### src/rtl/tlb_assoc.sv
// Fully associative TLB with mixed 4K/2M/1G pages, ASID/global tagging,
// selective sfence.vma flush, a one-cycle registered lookup and saturating
// hit/miss counters. The page-table walker refills it through the update port.
module tlb_assoc #(
    parameter int ENTRIES    = 16,
    parameter int ASID_WIDTH = 16,
    parameter int CNT_WIDTH  = 32
) (
    input  logic                  clk_i,
    input  logic                  srst_i,
    input  logic                  flush_valid_i,
    input  logic                  flush_vpn_en_i,
    input  logic                  flush_asid_en_i,
    input  logic [26:0]           flush_vpn_i,
    input  logic [ASID_WIDTH-1:0] flush_asid_i,
    input  logic                  access_valid_i,
    input  logic [26:0]           access_vpn_i,
    input  logic [ASID_WIDTH-1:0] access_asid_i,
    output logic                  access_valid_o,
    output logic                  access_miss_o,
    output logic [1:0]            access_level_o,
    output logic [7:0]            access_pte_o,
    output logic [43:0]           access_ppn_o,
    input  logic                  update_valid_i,
    output logic                  update_ready_o,
    input  logic [26:0]           update_vpn_i,
    input  logic [ASID_WIDTH-1:0] update_asid_i,
    input  logic [1:0]            update_level_i,
    input  logic [43:0]           update_ppn_i,
    input  logic [7:0]            update_pte_i,
    output logic [CNT_WIDTH-1:0]  hit_cnt_o,
    output logic [CNT_WIDTH-1:0]  miss_cnt_o
);
    localparam int IDX_W = (ENTRIES > 1) ? $clog2(ENTRIES) : 1;

    // Entry storage: all tags are compared every cycle, so these are flops.
    logic [ENTRIES-1:0]    valid_reg;
    logic [ENTRIES-1:0]    glob_reg;
    logic [ASID_WIDTH-1:0] asid_reg  [ENTRIES];
    logic [26:0]           vpn_reg   [ENTRIES];
    logic [1:0]            level_reg [ENTRIES];
    logic [43:0]           ppn_reg   [ENTRIES];
    logic [7:0]            pte_reg   [ENTRIES];
    logic [IDX_W-1:0]      rr_ptr_reg;

    logic [ENTRIES-1:0] access_match;
    logic [ENTRIES-1:0] same_match;
    logic [ENTRIES-1:0] flush_kill;

    logic             hit;
    logic [IDX_W-1:0] hit_idx;
    logic             same_any;
    logic [IDX_W-1:0] same_idx;
    logic             free_any;
    logic [IDX_W-1:0] free_idx;
    logic [IDX_W-1:0] victim_idx;
    logic             advance_rr;
    logic [43:0]      hit_ppn;
    logic             do_write;

    // VPN bits above the page offset of the entry's level must agree.
    function automatic logic vpn_match(input logic [26:0] e_vpn,
                                       input logic [1:0]  e_level,
                                       input logic [26:0] vpn);
        return (vpn[26:18] == e_vpn[26:18]) &&
               ((e_level >= 2'd2) || (vpn[17:9] == e_vpn[17:9])) &&
               ((e_level >= 2'd1) || (vpn[8:0] == e_vpn[8:0]));
    endfunction

    assign update_ready_o = ~srst_i & ~flush_valid_i;
    assign do_write       = update_valid_i & update_ready_o & (update_level_i != 2'd3);

    generate
        for (genvar gi = 0; gi < ENTRIES; gi++) begin : g_cmp
            assign access_match[gi] = valid_reg[gi] &
                                      (glob_reg[gi] | (asid_reg[gi] == access_asid_i)) &
                                      vpn_match(vpn_reg[gi], level_reg[gi], access_vpn_i);
            // Refill of an already-present translation reuses its slot.
            assign same_match[gi]   = valid_reg[gi] & (level_reg[gi] == update_level_i) &
                                      vpn_match(vpn_reg[gi], level_reg[gi], update_vpn_i) &
                                      ((asid_reg[gi] == update_asid_i) |
                                       (glob_reg[gi] & update_pte_i[5]));
            assign flush_kill[gi]   = (~flush_vpn_en_i |
                                       (valid_reg[gi] & vpn_match(vpn_reg[gi], level_reg[gi], flush_vpn_i))) &
                                      (~flush_asid_en_i |
                                       (~glob_reg[gi] & (asid_reg[gi] == flush_asid_i)));
        end
    endgenerate

    // Lowest-index priority encoders for lookup hit, refill reuse and free slot.
    always_comb begin
        hit      = |access_match;
        same_any = |same_match;
        free_any = ~&valid_reg;
        hit_idx  = '0;
        same_idx = '0;
        free_idx = '0;
        for (int i = ENTRIES - 1; i >= 0; i--) begin
            if (access_match[i]) hit_idx  = IDX_W'(i);
            if (same_match[i])   same_idx = IDX_W'(i);
            if (!valid_reg[i])   free_idx = IDX_W'(i);
        end
        advance_rr = ~same_any & ~free_any;
        if (same_any)      victim_idx = same_idx;
        else if (free_any) victim_idx = free_idx;
        else               victim_idx = rr_ptr_reg;
    end

    // Superpages take their low PPN fields from the VPN.
    always_comb begin
        case (level_reg[hit_idx])
            2'd1:    hit_ppn = {ppn_reg[hit_idx][43:9], access_vpn_i[8:0]};
            2'd2:    hit_ppn = {ppn_reg[hit_idx][43:18], access_vpn_i[17:0]};
            default: hit_ppn = ppn_reg[hit_idx];
        endcase
    end

    // Entry state: flush beats refill; only a full TLB moves the round-robin pointer.
    always_ff @(posedge clk_i) begin
        if (srst_i) begin
            valid_reg  <= '0;
            rr_ptr_reg <= '0;
        end else if (flush_valid_i) begin
            valid_reg <= valid_reg & ~flush_kill;
        end else if (do_write) begin
            valid_reg[victim_idx] <= 1'b1;
            glob_reg[victim_idx]  <= update_pte_i[5];
            asid_reg[victim_idx]  <= update_asid_i;
            vpn_reg[victim_idx]   <= update_vpn_i;
            level_reg[victim_idx] <= update_level_i;
            ppn_reg[victim_idx]   <= update_ppn_i;
            pte_reg[victim_idx]   <= update_pte_i;
            if (advance_rr) begin
                if (rr_ptr_reg == IDX_W'(ENTRIES - 1)) rr_ptr_reg <= '0;
                else                                   rr_ptr_reg <= rr_ptr_reg + IDX_W'(1);
            end
        end
    end

    // Registered lookup result; payload holds when no lookup is issued.
    always_ff @(posedge clk_i) begin
        if (srst_i) begin
            access_valid_o <= 1'b0;
            access_miss_o  <= 1'b1;
            access_level_o <= '0;
            access_pte_o   <= '0;
            access_ppn_o   <= '0;
        end else begin
            access_valid_o <= access_valid_i;
            if (access_valid_i) begin
                access_miss_o  <= ~hit;
                access_level_o <= hit ? level_reg[hit_idx] : 2'd0;
                access_pte_o   <= hit ? pte_reg[hit_idx] : 8'd0;
                access_ppn_o   <= hit ? hit_ppn : 44'd0;
            end
        end
    end

    // Saturating counters advance together with the result they describe.
    always_ff @(posedge clk_i) begin
        if (srst_i) begin
            hit_cnt_o  <= '0;
            miss_cnt_o <= '0;
        end else if (access_valid_i) begin
            if (hit) begin
                if (hit_cnt_o != {CNT_WIDTH{1'b1}}) hit_cnt_o <= hit_cnt_o + CNT_WIDTH'(1);
            end else begin
                if (miss_cnt_o != {CNT_WIDTH{1'b1}}) miss_cnt_o <= miss_cnt_o + CNT_WIDTH'(1);
            end
        end
    end
endmodule

### config.mk
export PLATFORM = sky130hd
export DESIGN_NAME = tlb_assoc
export DESIGN_NICKNAME = d
export VERILOG_FILES = /design/src/rtl/tlb_assoc.sv
export SDC_FILE = /design/constraint.sdc
export NUM_CORES = 2
export LEC_CHECK = 0
export ABC_CLOCK_PERIOD_IN_PS = 16300
export CORE_MARGIN = 10
export CORE_UTILIZATION = 60
export CTS_BUF_LIST = sky130_fd_sc_hd__clkbuf_4
export CTS_CLUSTER_DIAMETER = 200
export CTS_CLUSTER_SIZE = 12
export DETAILED_ROUTE_END_ITERATION = 10
export GPL_TIMING_DRIVEN = 0
export PLACE_DENSITY = 0.78
export SKIP_CTS_REPAIR_TIMING = 1
export SYNTH_ARGS = -nofsm -noshare
export SYNTH_HDL_FRONTEND = slang
export SYNTH_SLANG_ARGS = --single-unit
### constraint.sdc
create_clock -name clk_i -period 16.3 [get_ports clk_i]
set_input_delay 4.89 -clock clk_i [delete_from_list [all_inputs] [get_ports clk_i]]
set_output_delay 4.89 -clock clk_i [all_outputs]
set_load 0.05 [all_outputs]
==> key figures <==
Finish
  • Area of the multi-input gates: 35090 sq um
  • Final cell count without fillers: between 9k and 10k
  • Fin util: around two thirds
  • # nets final: about 7.5k
  • Reg area: 49890 sq um
  • Commonest non-fill, non-tap cells in the layout: 1568 x edfxtp_1, 1393 x xor2_1, 755 x xnor2_1
  • Final Cell Area: 95520 sq um
  • FILL cells: 10.69k
  • Max FFs per register: 704
  • Area Overhead vs Synth: 9.506%
  • Share of layout cells above drive strength 1: 9.307%
  • Most common cell after layout, fill and taps aside: edfxtp_1

Setup path
  • Cell mode on critical path: buf_6
  • Slowest CP cell: clkdlybuf4s50_1
  • Setup CP Type: primary input to flip-flop
  • CP startpoint kind: primary input
  • CP top delay family: buffers and inverters
  • CP bufs+invs: 9
  • CP max FO: 17
  • Worst Setup End Kind: flip-flop
  • Worst Path Required: 17.25 ns
  • Crit path DAT: 13.60 ns
  • CP peak stage delay: 1.54 ns
  • CP Cell Sequence: clkdlybuf4s50_1, clkbuf_1, clkbuf_1, xor2_1, nor4_1, nand4_1, a2111oi_0, o22ai_1, a21oi_1, o221a_2, a211oi_1, o22ai_1, o21ai_1, clkbuf_1, nor3_2, buf_8, buf_6, buf_6, buf_6, buf_6

Timing
  • Slew headroom: -15.60%
  • Max frequency: 0.07905 GHz
  • Hold Slack: 0.4558 ns
  • Final hold vios: 0
  • Worst-Margin Slew: 1.726 ns
  • Unrepaired setup endpoints after global routing: no
  • Clk_skew: around 0.13 ns
  • Setup Viol. Count Final: 0
  • Fraction of the cycle the final worst path needs: 77.61%
  • Period minus WS final: about 13 ns
  • Slew Limit Fails: 143

Die
  • DIE WIDTH: 401.3 um
  • Die area: 161000 sq um
  • IO Pins: 311
  • Die height: 401.3 um
  • Core Region: around 140000 sq um
  • Number of core rows: 139
  • Initial core utilization: around three fifths

Global routing
  • Largest net degree at the start of global routing: 73
  • GRT Overall Usage: a little over 40%
  • Initial antenna violation count: 37
  • First-pass GRT wire length: 463600 um
  • Grt met3 use: 11.29%
  • GRT Max-Usage Layer: met2
  • Number of global-route vias before repair: 61.83k
  • Total gr overflow: 0
  • Met1 Track Usage GR: approximately 50%
  • M2 GR Usage: 60.36%

Logic synthesis
  • Post-Syn Area: slightly below 90000 sq um
  • Ys flop type: edfxtp_1
  • Sequential area share after synthesis: 57.19%
  • EDFF count, synth: 1568
  • Fraction of registers with async set/reset: 0%
  • Mapped Nets: 7049
  • Yosys cell types: 88
  • Mapped Cells: about 6.9k
  • Synth Register Bits: 1708
  • Syn Area/Cell: 12.73 sq um
  • Synth warnings: 0

Routing
  • Via count: 64.08k
  • Pre-antenna DRT Iters: 6
  • Residual DRC: 0
  • Via/cell ratio: 6.832
  • Total wire length: around 340000 um
  • Antenna violation net count after detailed routing: 0
  • DR iter-0 viols: just over 10k
  • DR WL/cell: 35.92 um

Placed design
  • Gpl congestion: 1.053
  • Post-detail-place hpwl: 232900 um
  • Placed cell area: between 90000 and 100000 sq um
  • Port Buf Inserts: 220
  • Placed cells: about 9.1k

Pwr
  • Sw Pwr: 1950 uW
  • Power Internal: roughly 5700 uW
  • Switch share: 25.42%
  • Power Total: approximately 7700 uW
  • Max rail drop VDD: a little under 0.00009 V
  • Pwr/cell area: 80.32 nW/um^2
  • Clk pwr share: 28.6%
  • Flop pwr share: 62.5%
  • Logic pwr share: 8.9%
  • Leakage power: 0.03110 uW

Clocking
  • Root buffer cell: clkbuf_4
  • Inserted Clock Buffers: 160
  • H-tree depth: 4
  • Clock Path Buffers: 3
  • Num Clock Sinks: 1708
  • CTS tree: yes
  • Clk Latency, worst-skew pair: roughly 1.3 ns
  • Clock-pin slew on the worst setup and hold paths: 0.12 ns

Outcome
  • Failing checks: capacitance limit, slew limit
  • Status: finished with violations

Job
  • Max-cap viol count: 18

Worst hold path
  • Hold crit path type: flip-flop to flip-flop
## power by group through the flow
stage,sequential [uW],clock (uW),combinational (uW)
final,4790,2200,685
after global placement,4890,0,639
after detailed placement,4890,0,651
after floorplan,4890,0,351
after CTS,4790,2180,653
after global routing,4790,2340,691
## layout make-up
class / count / area share (%)
timing repair buffer: 330 / 3.833
multi-input combinational: 4668 / 36.74
sequential: 1708 / 52.23
clock buffer: 261 / 2.051
tap: 1903 / 2.493
buffer: 431 / 2.266
clock inverter: 12 / 0.1205
antenna: 20 / 0.05240
inverter: 47 / 0.2161
## worst register-to-register path, stage by stage, from the launching register on
cell,delay (ns)
edfxtp_1,0.51
xor2_1,0.21
nor4_1,0.10
a41oi_1,1.15
nor4_1,0.27
or4b_1,0.62
o2111ai_1,1.19
clkinv_1,0.85
nand3_1,0.72
inv_1,0.12
a221o_1,0.33
a21oi_1,0.63
inv_1,0.10
ha_1,0.31
clkbuf_1,0.20
nor3_1,1.09
a22oi_1,0.19
o21a_1,0.21
o21ai_0,0.08
## routing by layer
| metal | wire length [um] | vias to the layer above |
|---|---|---|
| met2 | 145700 | 5208 |
| met4 | 31050 | 34 |
| met1 | 114800 | 31341 |
| met3 | 45130 | 1405 |
| li1 | - | 26093 |
| met5 | 236 | - |
## path summary, 6_finish.rpt
check             depth (start not counted)               from                to  slack, ns
hold reg to reg                           2   access_ppn_o[32]  access_ppn_o[32]       0.46
setup / recovery                         20  update_asid_i[10]    ppn_reg[0][30]       3.65
setup reg to reg                         18    asid_reg[15][9]   access_ppn_o[8]       7.27
hold / removal                            2   access_ppn_o[32]  access_ppn_o[32]       0.46
## cells by family (layout without fill, tap and decap cells)
family,Yosys count,count (layout),share of synthesized area [%]
xor gates and xnor gates,2151,2151,21.62
muxes,284,284,3.391
buffers and inverters,478,1081,2.679
adders and majority gates,5,5,0.07172
and+or+nand+nor,1547,1547,9.308
AOI/OAI and AO/OA,681,681,5.735
other,0,20,0
DFF,1708,1708,57.19
## stage by stage
step	setup TNS, ns	setup WS, ns
after floorplan	0	1.314
after global placement	-8202.17	-10.21
after detailed placement	0	2.760
after CTS	0	4.094
after global routing	0	3.822
final	0	3.650
## synth_stat cells, types with 32 or more instances
cell,number,area (sq um)
nor3_1,138,690.7
o211ai_1,54,405.4
inv_1,45,168.9
o2bb2ai_1,53,464.2
a31oi_1,34,212.7
nand3_1,122,610.6
a41oi_1,35,306.5
mux2i_1,201,2012
buf_1,44,165.2
a211oi_1,59,442.9
o22ai_1,46,287.8
mux2_2,82,923.4
dfxtp_1,140,2803
o21ai_0,61,305.3
a21oi_1,95,475.5
or3_1,37,231.5
xnor2_1,755,6613
nor2b_1,32,200.2
buf_4,52,390.4
buf_2,87,435.4
xor2_1,1393,12200
nor2_1,160,600.6
nand4_1,230,1439
edfxtp_1,1568,47090
nand2_1,393,1475
nor4_1,323,2021
clkbuf_1,219,822.0
Power figures use the tool's default switching activity.
